`src/rtl/player_input_hub.sv`:
```
// Multi-player mouse input hub: per-bit synchronisers, stability filter with clamp,
// frame-latched coordinates and a round-robin click-event FIFO. Macro: INPUT_HUB_RELEASE_EVT_EN.

module player_input_hub_filt #(
   parameter int unsigned W             = 1,
   parameter int unsigned SYNC_STAGES   = 2,
   parameter int unsigned STABLE_CYCLES = 2,
   parameter int unsigned MAX_VAL       = 0,
   parameter bit          CLAMP_EN      = 1'b0
) (
   input  logic         clk,
   input  logic         rst,
   input  logic [W-1:0] d_in,
   output logic [W-1:0] stable_out
);
   localparam int unsigned SCW = $clog2(STABLE_CYCLES + 1);

   logic [W-1:0]   sync_q [SYNC_STAGES];
   logic [W-1:0]   sync_d [SYNC_STAGES];
   logic [W-1:0]   last_q, last_d;
   logic [W-1:0]   stable_q, stable_d;
   logic [W-1:0]   clamped;
   logic [SCW-1:0] cnt_q, cnt_d;

   // Count how long the synced word has been unchanged; a torn bus never persists.
   always_comb begin
      sync_d[0] = d_in;
      for (int unsigned i = 1; i < SYNC_STAGES; i++) sync_d[i] = sync_q[i-1];
      last_d = last_q;
      cnt_d  = cnt_q;
      if (sync_q[SYNC_STAGES-1] != last_q) begin
         last_d = sync_q[SYNC_STAGES-1];
         cnt_d  = SCW'(1);
      end else if (cnt_q != SCW'(STABLE_CYCLES)) begin
         cnt_d = cnt_q + SCW'(1);
      end
   end

   generate
      if (CLAMP_EN) begin : g_clamp
         assign clamped = (last_d > W'(MAX_VAL)) ? W'(MAX_VAL) : last_d;
      end else begin : g_noclamp
         assign clamped = last_d;
      end
   endgenerate

   always_comb stable_d = (cnt_d == SCW'(STABLE_CYCLES)) ? clamped : stable_q;

   always_ff @(posedge clk) begin
      if (rst) begin
         for (int unsigned i = 0; i < SYNC_STAGES; i++) sync_q[i] <= '0;
         last_q   <= '0;
         cnt_q    <= '0;
         stable_q <= '0;
      end else begin
         sync_q   <= sync_d;
         last_q   <= last_d;
         cnt_q    <= cnt_d;
         stable_q <= stable_d;
      end
   end

   assign stable_out = stable_q;
endmodule

module player_input_hub #(
   parameter int unsigned NUM_PLAYERS   = 2,
   parameter int unsigned CANVAS_WIDTH  = 360,
   parameter int unsigned CANVAS_HEIGHT = 720,
   parameter int unsigned SYNC_STAGES   = 2,
   parameter int unsigned STABLE_CYCLES = 2,
   parameter int unsigned FIFO_DEPTH    = 4,
   localparam int unsigned XW = $clog2(CANVAS_WIDTH),
   localparam int unsigned YW = $clog2(CANVAS_HEIGHT),
   localparam int unsigned PW = (NUM_PLAYERS > 1) ? $clog2(NUM_PLAYERS) : 1
) (
   input  logic                      clk_pixel,
   input  logic                      sys_rst,
   input  logic                      new_frame,
   input  logic [NUM_PLAYERS*XW-1:0] mouse_x_in,
   input  logic [NUM_PLAYERS*YW-1:0] mouse_y_in,
   input  logic [NUM_PLAYERS-1:0]    click_in,
   output logic [NUM_PLAYERS*XW-1:0] mouse_x_out,
   output logic [NUM_PLAYERS*YW-1:0] mouse_y_out,
   output logic [NUM_PLAYERS-1:0]    click_out,
   output logic                      evt_valid,
   input  logic                      evt_ready,
   output logic [PW-1:0]             evt_player,
   output logic [XW-1:0]             evt_x,
   output logic [YW-1:0]             evt_y,
   output logic                      evt_release,
   output logic [7:0]                evt_dropped
);
   localparam int unsigned AW = $clog2(FIFO_DEPTH);
   localparam int unsigned CW = AW + 1;

   typedef struct packed {
      logic [PW-1:0] player;
      logic [XW-1:0] x;
      logic [YW-1:0] y;
      logic          rel;
   } evt_t;

   logic [XW-1:0]          stab_x [NUM_PLAYERS];
   logic [YW-1:0]          stab_y [NUM_PLAYERS];
   logic [NUM_PLAYERS-1:0] stab_c;

   generate
      for (genvar g = 0; g < NUM_PLAYERS; g++) begin : g_ch
         player_input_hub_filt #(
            .W(XW), .SYNC_STAGES(SYNC_STAGES), .STABLE_CYCLES(STABLE_CYCLES),
            .MAX_VAL(CANVAS_WIDTH - 1), .CLAMP_EN(1'b1)
         ) u_fx (
            .clk(clk_pixel), .rst(sys_rst),
            .d_in(mouse_x_in[g*XW +: XW]), .stable_out(stab_x[g])
         );
         player_input_hub_filt #(
            .W(YW), .SYNC_STAGES(SYNC_STAGES), .STABLE_CYCLES(STABLE_CYCLES),
            .MAX_VAL(CANVAS_HEIGHT - 1), .CLAMP_EN(1'b1)
         ) u_fy (
            .clk(clk_pixel), .rst(sys_rst),
            .d_in(mouse_y_in[g*YW +: YW]), .stable_out(stab_y[g])
         );
         player_input_hub_filt #(
            .W(1), .SYNC_STAGES(SYNC_STAGES), .STABLE_CYCLES(STABLE_CYCLES),
            .MAX_VAL(1), .CLAMP_EN(1'b0)
         ) u_fc (
            .clk(clk_pixel), .rst(sys_rst),
            .d_in(click_in[g]), .stable_out(stab_c[g])
         );
      end
   endgenerate

   logic [NUM_PLAYERS*XW-1:0] out_x_q, out_x_d;
   logic [NUM_PLAYERS*YW-1:0] out_y_q, out_y_d;
   logic [NUM_PLAYERS-1:0]    out_c_q, out_c_d;
   logic [NUM_PLAYERS-1:0]    click_prev_q, click_prev_d;
   logic [NUM_PLAYERS-1:0]    pending_q, pending_d;
   logic [XW-1:0]             ex_q [NUM_PLAYERS];
   logic [XW-1:0]             ex_d [NUM_PLAYERS];
   logic [YW-1:0]             ey_q [NUM_PLAYERS];
   logic [YW-1:0]             ey_d [NUM_PLAYERS];
   logic [NUM_PLAYERS-1:0]    erel_q, erel_d;
   logic [PW-1:0]             rr_q, rr_d;
   evt_t                      mem_q [FIFO_DEPTH];
   evt_t                      mem_d [FIFO_DEPTH];
   logic [AW-1:0]             wr_q, wr_d, rd_q, rd_d;
   logic [CW-1:0]             cnt_q, cnt_d;
   evt_t                      head_q, head_d;
   logic                      valid_q, valid_d;
   logic [7:0]                drop_q, drop_d;

   logic [NUM_PLAYERS-1:0]    rise, fall;
   logic                      pop, push_ok, push, found;
   logic [PW-1:0]             gnt, cand;
   evt_t                      new_evt;

   always_comb begin
      out_x_d      = out_x_q;
      out_y_d      = out_y_q;
      out_c_d      = out_c_q;
      pending_d    = pending_q;
      ex_d         = ex_q;
      ey_d         = ey_q;
      erel_d       = erel_q;
      rr_d         = rr_q;
      mem_d        = mem_q;
      wr_d         = wr_q;
      rd_d         = rd_q;
      drop_d       = drop_q;
      found        = 1'b0;
      gnt          = '0;
      cand         = '0;
      new_evt      = '0;
      click_prev_d = stab_c;

      if (new_frame) begin
         for (int unsigned i = 0; i < NUM_PLAYERS; i++) begin
            out_x_d[i*XW +: XW] = stab_x[i];
            out_y_d[i*YW +: YW] = stab_y[i];
         end
         out_c_d = stab_c;
      end

      rise = stab_c & ~click_prev_q;
`ifdef INPUT_HUB_RELEASE_EVT_EN
      fall = ~stab_c & click_prev_q;
`else
      fall = '0;
`endif

      // Round-robin: first pending channel at or after rr_q.
      pop     = valid_q && evt_ready;
      push_ok = (cnt_q < CW'(FIFO_DEPTH)) || pop;
      for (int unsigned k = 0; k < NUM_PLAYERS; k++) begin
         cand = PW'((32'(rr_q) + k) % NUM_PLAYERS);
         if (!found && pending_q[cand]) begin
            found = 1'b1;
            gnt   = cand;
         end
      end
      push = found && push_ok;

      if (push) begin
         pending_d[gnt]  = 1'b0;
         rr_d            = PW'((32'(gnt) + 1) % NUM_PLAYERS);
         new_evt.player  = gnt;
         new_evt.x       = ex_q[gnt];
         new_evt.y       = ey_q[gnt];
         new_evt.rel     = erel_q[gnt];
         mem_d[wr_q]     = new_evt;
         wr_d            = wr_q + AW'(1);
      end

      // A new edge on a still-occupied slot is dropped; a slot freed this cycle accepts it.
      for (int unsigned i = 0; i < NUM_PLAYERS; i++) begin
         if (rise[i] || fall[i]) begin
            if (pending_q[i] && !(push && gnt == PW'(i))) begin
               if (drop_d != 8'hFF) drop_d = drop_d + 8'd1;
            end else begin
               pending_d[i] = 1'b1;
               ex_d[i]      = stab_x[i];
               ey_d[i]      = stab_y[i];
               erel_d[i]    = fall[i];
            end
         end
      end

      if (pop) rd_d = rd_q + AW'(1);
      cnt_d   = cnt_q + CW'(push) - CW'(pop);
      valid_d = (cnt_d != '0);
      head_d  = mem_d[rd_d];
   end

   always_ff @(posedge clk_pixel) begin
      if (sys_rst) begin
         out_x_q      <= '0;
         out_y_q      <= '0;
         out_c_q      <= '0;
         click_prev_q <= '0;
         pending_q    <= '0;
         for (int unsigned i = 0; i < NUM_PLAYERS; i++) begin
            ex_q[i] <= '0;
            ey_q[i] <= '0;
         end
         erel_q  <= '0;
         rr_q    <= '0;
         for (int unsigned i = 0; i < FIFO_DEPTH; i++) mem_q[i] <= '0;
         wr_q    <= '0;
         rd_q    <= '0;
         cnt_q   <= '0;
         head_q  <= '0;
         valid_q <= 1'b0;
         drop_q  <= '0;
      end else begin
         out_x_q      <= out_x_d;
         out_y_q      <= out_y_d;
         out_c_q      <= out_c_d;
         click_prev_q <= click_prev_d;
         pending_q    <= pending_d;
         ex_q         <= ex_d;
         ey_q         <= ey_d;
         erel_q       <= erel_d;
         rr_q         <= rr_d;
         mem_q        <= mem_d;
         wr_q         <= wr_d;
         rd_q         <= rd_d;
         cnt_q        <= cnt_d;
         head_q       <= head_d;
         valid_q      <= valid_d;
         drop_q       <= drop_d;
      end
   end

   assign mouse_x_out = out_x_q;
   assign mouse_y_out = out_y_q;
   assign click_out   = out_c_q;
   assign evt_valid   = valid_q;
   assign evt_player  = head_q.player;
   assign evt_x       = head_q.x;
   assign evt_y       = head_q.y;
   assign evt_release = head_q.rel;
   assign evt_dropped = drop_q;
endmodule

```
`config.mk`:
```
export PLATFORM = sky130hd
export DESIGN_NAME = player_input_hub
export DESIGN_NICKNAME = d
export VERILOG_FILES = /design/src/rtl/player_input_hub.sv
export SDC_FILE = /design/constraint.sdc
export NUM_CORES = 1
export LEC_CHECK = 0
export CAP_MARGIN = 20
export CELL_PAD_IN_SITES_DETAIL_PLACEMENT = 0
export CELL_PAD_IN_SITES_GLOBAL_PLACEMENT = 1
export CORE_MARGIN = 2
export CORE_UTILIZATION = 25
export DETAILED_ROUTE_END_ITERATION = 8
export DONT_BUFFER_PORTS = 1
export PLACE_DENSITY_LB_ADDON = 0.3
export RECOVER_POWER = 100
export SLEW_MARGIN = 5
export SYNTH_ARGS = -nofsm -noshare
export SYNTH_HDL_FRONTEND = slang
export SYNTH_SLANG_ARGS = --single-unit
export TNS_END_PERCENT = 10
```
`constraint.sdc`:
```
create_clock -name clk_pixel -period 5.5 [get_ports clk_pixel]
set_clock_uncertainty 0.05 [all_clocks]
set_input_delay 1.1 -clock clk_pixel [delete_from_list [all_inputs] [get_ports clk_pixel]]
set_output_delay 1.1 -clock clk_pixel [all_outputs]
set_load 0.01 [all_outputs]
```
# After elaboration in Yosys (flattened, before gate mapping)
# Cells that the tools add are included.
# op_classes
add_sub_neg,14
order_cmp,13
eq_ne,20
muxes,58
bitwise,10
n_reduce_logical,16
# op_table
operator,n
$bwmux 84,1
$mux 84,1
$mux 10,7
$mux 21,3
$mux 9,7
$mux 8,6
$bmux 21 s2,1
$demux 21 s2,1
$mux 2,14
$gt 10x10->1 const B,2
$ne 10x10->1,2
$gt 9x9->1 const B,2
$ne 9x9->1,2
$add 2x1->2 const B,8
$add 8x1->8 const B,2
$mux 1,16
$ne 8x8->1 const B,2
$eq 2x2->1 const B,6
$ne 2x2->1 const B,6
$logic_and 1x1->1,9
$ge 3x3->1 const B,2
$lt 1x2->1 const B,3
$not 2->3,2
$and 2x2->2,2
other kinds (16),24
# word_totals
register_bits,376
in_bits,44
out_inout_bits,70
wordCells,196

# Longest topological paths before layout
# logic_depth
depth_word,16
mapped_depth,13
ltp_nobuf,11

# Modules after synthesis
# From an unflattened synthesis, not the netlist that was laid out.
# hier_totals
cells_unflattened,1482
hier_area_um2,14492.6
# modules_own_cells
module,instances,cells_each,area_each_um2,seq_area_each_um2
player_input_hub,1,930,8391.8,4083.9
player_input_hub_filt (g_ch[0].u_fy ...),2,131,1436.4,840.8
player_input_hub_filt (g_ch[0].u_fx ...),2,122,1378.8,760.7
player_input_hub_filt (g_ch[0].u_fc ...),2,23,235.2,120.1

# Worst setup path before layout
# No wires, ideal clock.
# synth_path
path_type,input port to flip-flop
start,input evt_ready
end,"register valid_q, in the netlist evt_valid"
setup_time_ns,0.133
arrival_ns,3.041
required_time_ns,5.317
slack_ns,2.277
stages,13
path_cell_list,a21bo_4 buf_6 and2_0 clkbuf_1 inv_1 ha_1 inv_1 ha_1 inv_1 fa_1 xor2_1 xnor2_1 a31oi_1
# synth_via
elab_chain_len,6
# synth_lines
element,line_no,source
start: declaration,87,"input logic evt_ready,"
$logic_and 1x1->1 *,193,pop = valid_q && evt_ready;
$logic_or 1x1->1,194,push_ok = (cnt_q < CW'(FIFO_DEPTH)) || pop;
$logic_and 1x1->1,202,push = found && push_ok;
$add 3x1->3,230,cnt_d = cnt_q + CW'(push) - CW'(pop);
$sub 3x1->3 *,230,
$reduce_bool 3->1 *,231,valid_d = (cnt_d != '0);
end signal: assignment,270,valid_q <= valid_d;
end: declaration,150,"logic valid_q, valid_d;"
# Mark *: on every way between the ends. The rest lies on a longest branch, timed or not.
# A chain may end at the register's enable or synchronous reset.

# Worst setup path in the final report
# layout_path
start,input evt_ready
end,"register head_q, in the netlist evt_y[2]"
# layout_via
elab_chain_len,7
elab_cells_between_ends,9
cone_classes,mux: 5; bitwise: 1; reduce/logical: 3
# layout_lines
element,line_no,source
$logic_and 1x1->1 *,193,
$logic_or 1x1->1,194,
$logic_and 1x1->1,202,
$mux 84,204,if (push) begin
$bmux 21 s2 *,232,head_d = mem_d[rd_d];
$mux 21 (implied by the code) * (2 in a row),232,
end signal: assignment,252,head_q <= '0;
end signal: assignment,269,head_q <= head_d;
end: declaration,149,"evt_t head_q, head_d;"
# Mark *: on every way between the ends. The rest lies on a longest branch, timed or not. The select of a mux whose other input is x is not followed.

==> impl_metrics.yaml <==
setup_path:
  timing.critical_path.to_type: "register"
  worstReg2RegStart: "evt_valid"
  cp_slowest_cell: "clkbuf_1"
  path_common_cell: "clkbuf_1"
  arrival_ns: 4.51
  start_kind: "input pin"
  rr_endpoint: "evt_y[2]"
  path_cells: "a21bo_1 -> and3_1 -> clkbuf_1 -> nor2b_1 -> clkbuf_1 -> a221oi_1 -> a211oi_1"
  crit_path_start: "evt_ready"
  r2r_cells: 7
  critPathMaxStageDelay_ns: 1.30
  worstSetupPathType: "input pin to register"
  cp_max_fo: 40
  cp.required_ns: 5.86
  r2r_slack_ns: 1.35
synth:
  muxShareOfSynthArea: 0.0550
  syn-cell-area_sq_mm: 0.0142
  synth_edf_count: 0
  synth_top_family_by_area: "simple AND/OR/NAND/NOR gates"
  syn_inst: 1490
  synth_area_per_cell_sq_um: 9.50
  synthTopCellsByArea: "dfxtp_1 53%, nor2_1 5.6%, a211oi_1 5.5%"
  seq_area_frac_synth: 0.531
  synth_compound_area_frac: 0.146
  async_flop_share: 0
  synth_fa_ha_area_frac: 0.0173
  ys_ff_latch: 376
  synthSimpleGateAreaFrac: 0.182
  yosys.area.top_type: "dfxtp_1"
  yosys.cell_types.count: 58
  synth_fp_nets: 1553
  ys_warn_count: 0
  synth_top_area_frac: 0.531
  synth_flop_cell: "dfxtp_1"
  synthXorXnorAreaFrac: 0.0297
sta:
  hold_viol_final: 0
  fmax_ghz: 0.241
  worstMarginPinSlew_ns: 1.81
  setup_viol: 0
  period_share: 0.755
  fin_crit_ns: 4.15
  fin_ws_ns: 1.35
  tns_ns: 0
  rsz0062_at_grt: "false"
  slew_violations: 103
  slew_headroom: -0.208
die:
  fp.dieArea_sq_mm: 0.0586
  rows: 87
  dieWidth_microns: 242
  fp.coreArea_sq_mm: 0.0562
  die_height_microns: 242
  start_util: 0.252
  io_pins: 114
clock_tree:
  cts_tree: "yes"
  cts_made_buffers: 43
  clock-sinks: 376
  clk_pin_slew_ns: 0.06
  postCtsHoldBufs: 0
  root_buffer: "clkbuf_16"
  htreeDepth: 2
  clk_latency_ns: 0.57
  cts.path.max_buffers: 3
  post_cts_resized: 0
  cts_setup_buffers: 0
run_status:
  violations: "max-capacitance violations, max-slew violations"
  outcome: "finished, violations left"
drt:
  via_per_inst: 4.43
  drt_iter0_drc: 641
  drt-total-wl_microns: 34800
  vias: 9902
  postRouteAntennaNets: 0
  first_pass_iters: 5
  drcViolationCount: 0
  wire_per_inst_microns: 15.6
power_and_ir_drop:
  ir_worst_vdd_mv: 0.218
  p_leak_nw: 5.94
  powerDensity_mw_per_mm2: 405
  finalPower_mw: 6.58
cells_and_area:
  areaGrowthSynthToFinish_pct: 14.6
  mostFrequentLayoutCells: "376 x dfxtp_1, 211 x nor2_1, 123 x nor2b_1, 119 x nand2_1, 104 x a211oi_1"
  utilization: 0.289
  fin_area_sq_mm: 0.0162
  layout-drive-gt1-share: 0.0642
  diodes: 0
  n_fill_cell: 5963
  nets: 1508
  regArea_sq_mm: 0.00753
  multi_input_area_sq_mm: 0.00609
  mostFrequentLayoutCell: "dfxtp_1"
place:
  gp_congestion: 0.749
  place_ws_ns: 1.96
  dpl-instance-area_sq_mm: 0.0148
  place.port_buffers: 0
  dpl.hpwl_microns: 22600
min_path:
  min_to: "mem_q[21]"
  holdCritPathClass: "register to register"
  hold_path_depth: 2
  hp-start: "mem_q[21]"
global_routing:
  use_met3: 0.0267
  grt_pass1_wl_microns: 55200
  grt_start_max_net_pins: 379
  global_route.usage.met1: 0.151
  grt_antenna_before_repair: 0
  busiest_layer: "met2"
  grtUsageMet2: 0.193
  grt_util_all_layers: 0.117
  grt_pass1_vias: 9488
  overflow: 0
run:
  drv_cap: 3
-- worst max-delay path, delay by kind of cell --
| family | cells | cell delay (ns) |
|---|---|---|
| AND/OR/NAND/NOR | 2 | 0.80 |
| buffers and inverters | 2 | 1.68 |
| AO/OA/AOI/OAI | 3 | 0.91 |
-- Yosys cell counts, drive strengths merged (2+ instances only) --
library cell and number:
a2111oi 3, o21ai 18, dfxtp 376, a21o 3
ha 18, a211oi 105, and3 6, o21bai 2
o22a 17, nand3 17, nor2b 123, nand4 11
xor2 43, nor3 16, or3 2, a21oi 92
o211a 4, buf 34, a221oi 19, mux2 5
a41oi 2, and2 4, inv 35, nand3b 2
or2 3, xnor2 5, nand2b 10, nor3b 8
mux2i 71, a311oi 14, nor4 8, nor2 212
a31oi 8, nand2 120, and4b 2, clkbuf 65
-- cell type report --
| cell class | count | area share |
|---|---|---|
| Multi-Input combinational cell | 980 | 0.375 |
| Sequential cell | 376 | 0.464 |
| Inverter | 35 | 0.00809 |
| Timing Repair Buffer | 9 | 0.00278 |
| Clock buffer | 55 | 0.0734 |
| Clock inverter | 25 | 0.0183 |
| Tap cell | 756 | 0.0583 |
-- stage by stage --
stage / hold WS, ns / std cells
global placement: 0.365 / 2156
finish: 0.379 / 2236
detailed placement: 0.369 / 2156
floorplan: 0.355 / 1490
global route: 0.396 / 2236
CTS: 0.381 / 2236
-- registers in the layout (all words and copies together), names as in the netlist, 20 cells and up --
register,cells
mouse_y_out,20
ey_q,20
g_ch.u_fy.sync_q,20
g_ch.u_fy.last_q,20
g_ch.u_fy.stable_out,20
g_ch.u_fy.sync_d,20
mem_q,84
-- cells by family (layout without fill, tap and decap cells) --
family                   after synthesis  in the layout
AO/OA/AOI/OAI                        292            292
flip-flops                           376            376
multiplexers                          76             76
AND/OR/NAND/NOR                      545            545
buffers and inverters                134            124
adder cells (fa/ha/maj)               19             19
XOR/XNOR                              48             48
-- worst max-delay path by stage --
stage | to | cells past startpoint
after global routing | evt_y[2] | 7
after detailed placement | evt_x[3] | 6
final | evt_y[2] | 7
after floorplan | evt_valid | 13
after global placement | evt_y[6] | 6
after CTS | evt_dropped[6] | 9
-- routing by layer --
metal,share of wire,routed length (microns)
met5,0,0
met1,0.47,16300
met4,0.022,752
met3,0.045,1580
met2,0.47,16200
-- where the power goes --
group	total, mW	leakage (nW)	internal, mW	switching, mW
sequential	3.02	3.06	2.87	0.149
clock	3.01	0.736	1.82	1.19
combinational	0.551	2.14	0.226	0.325
(Power assumes the default switching activity.)
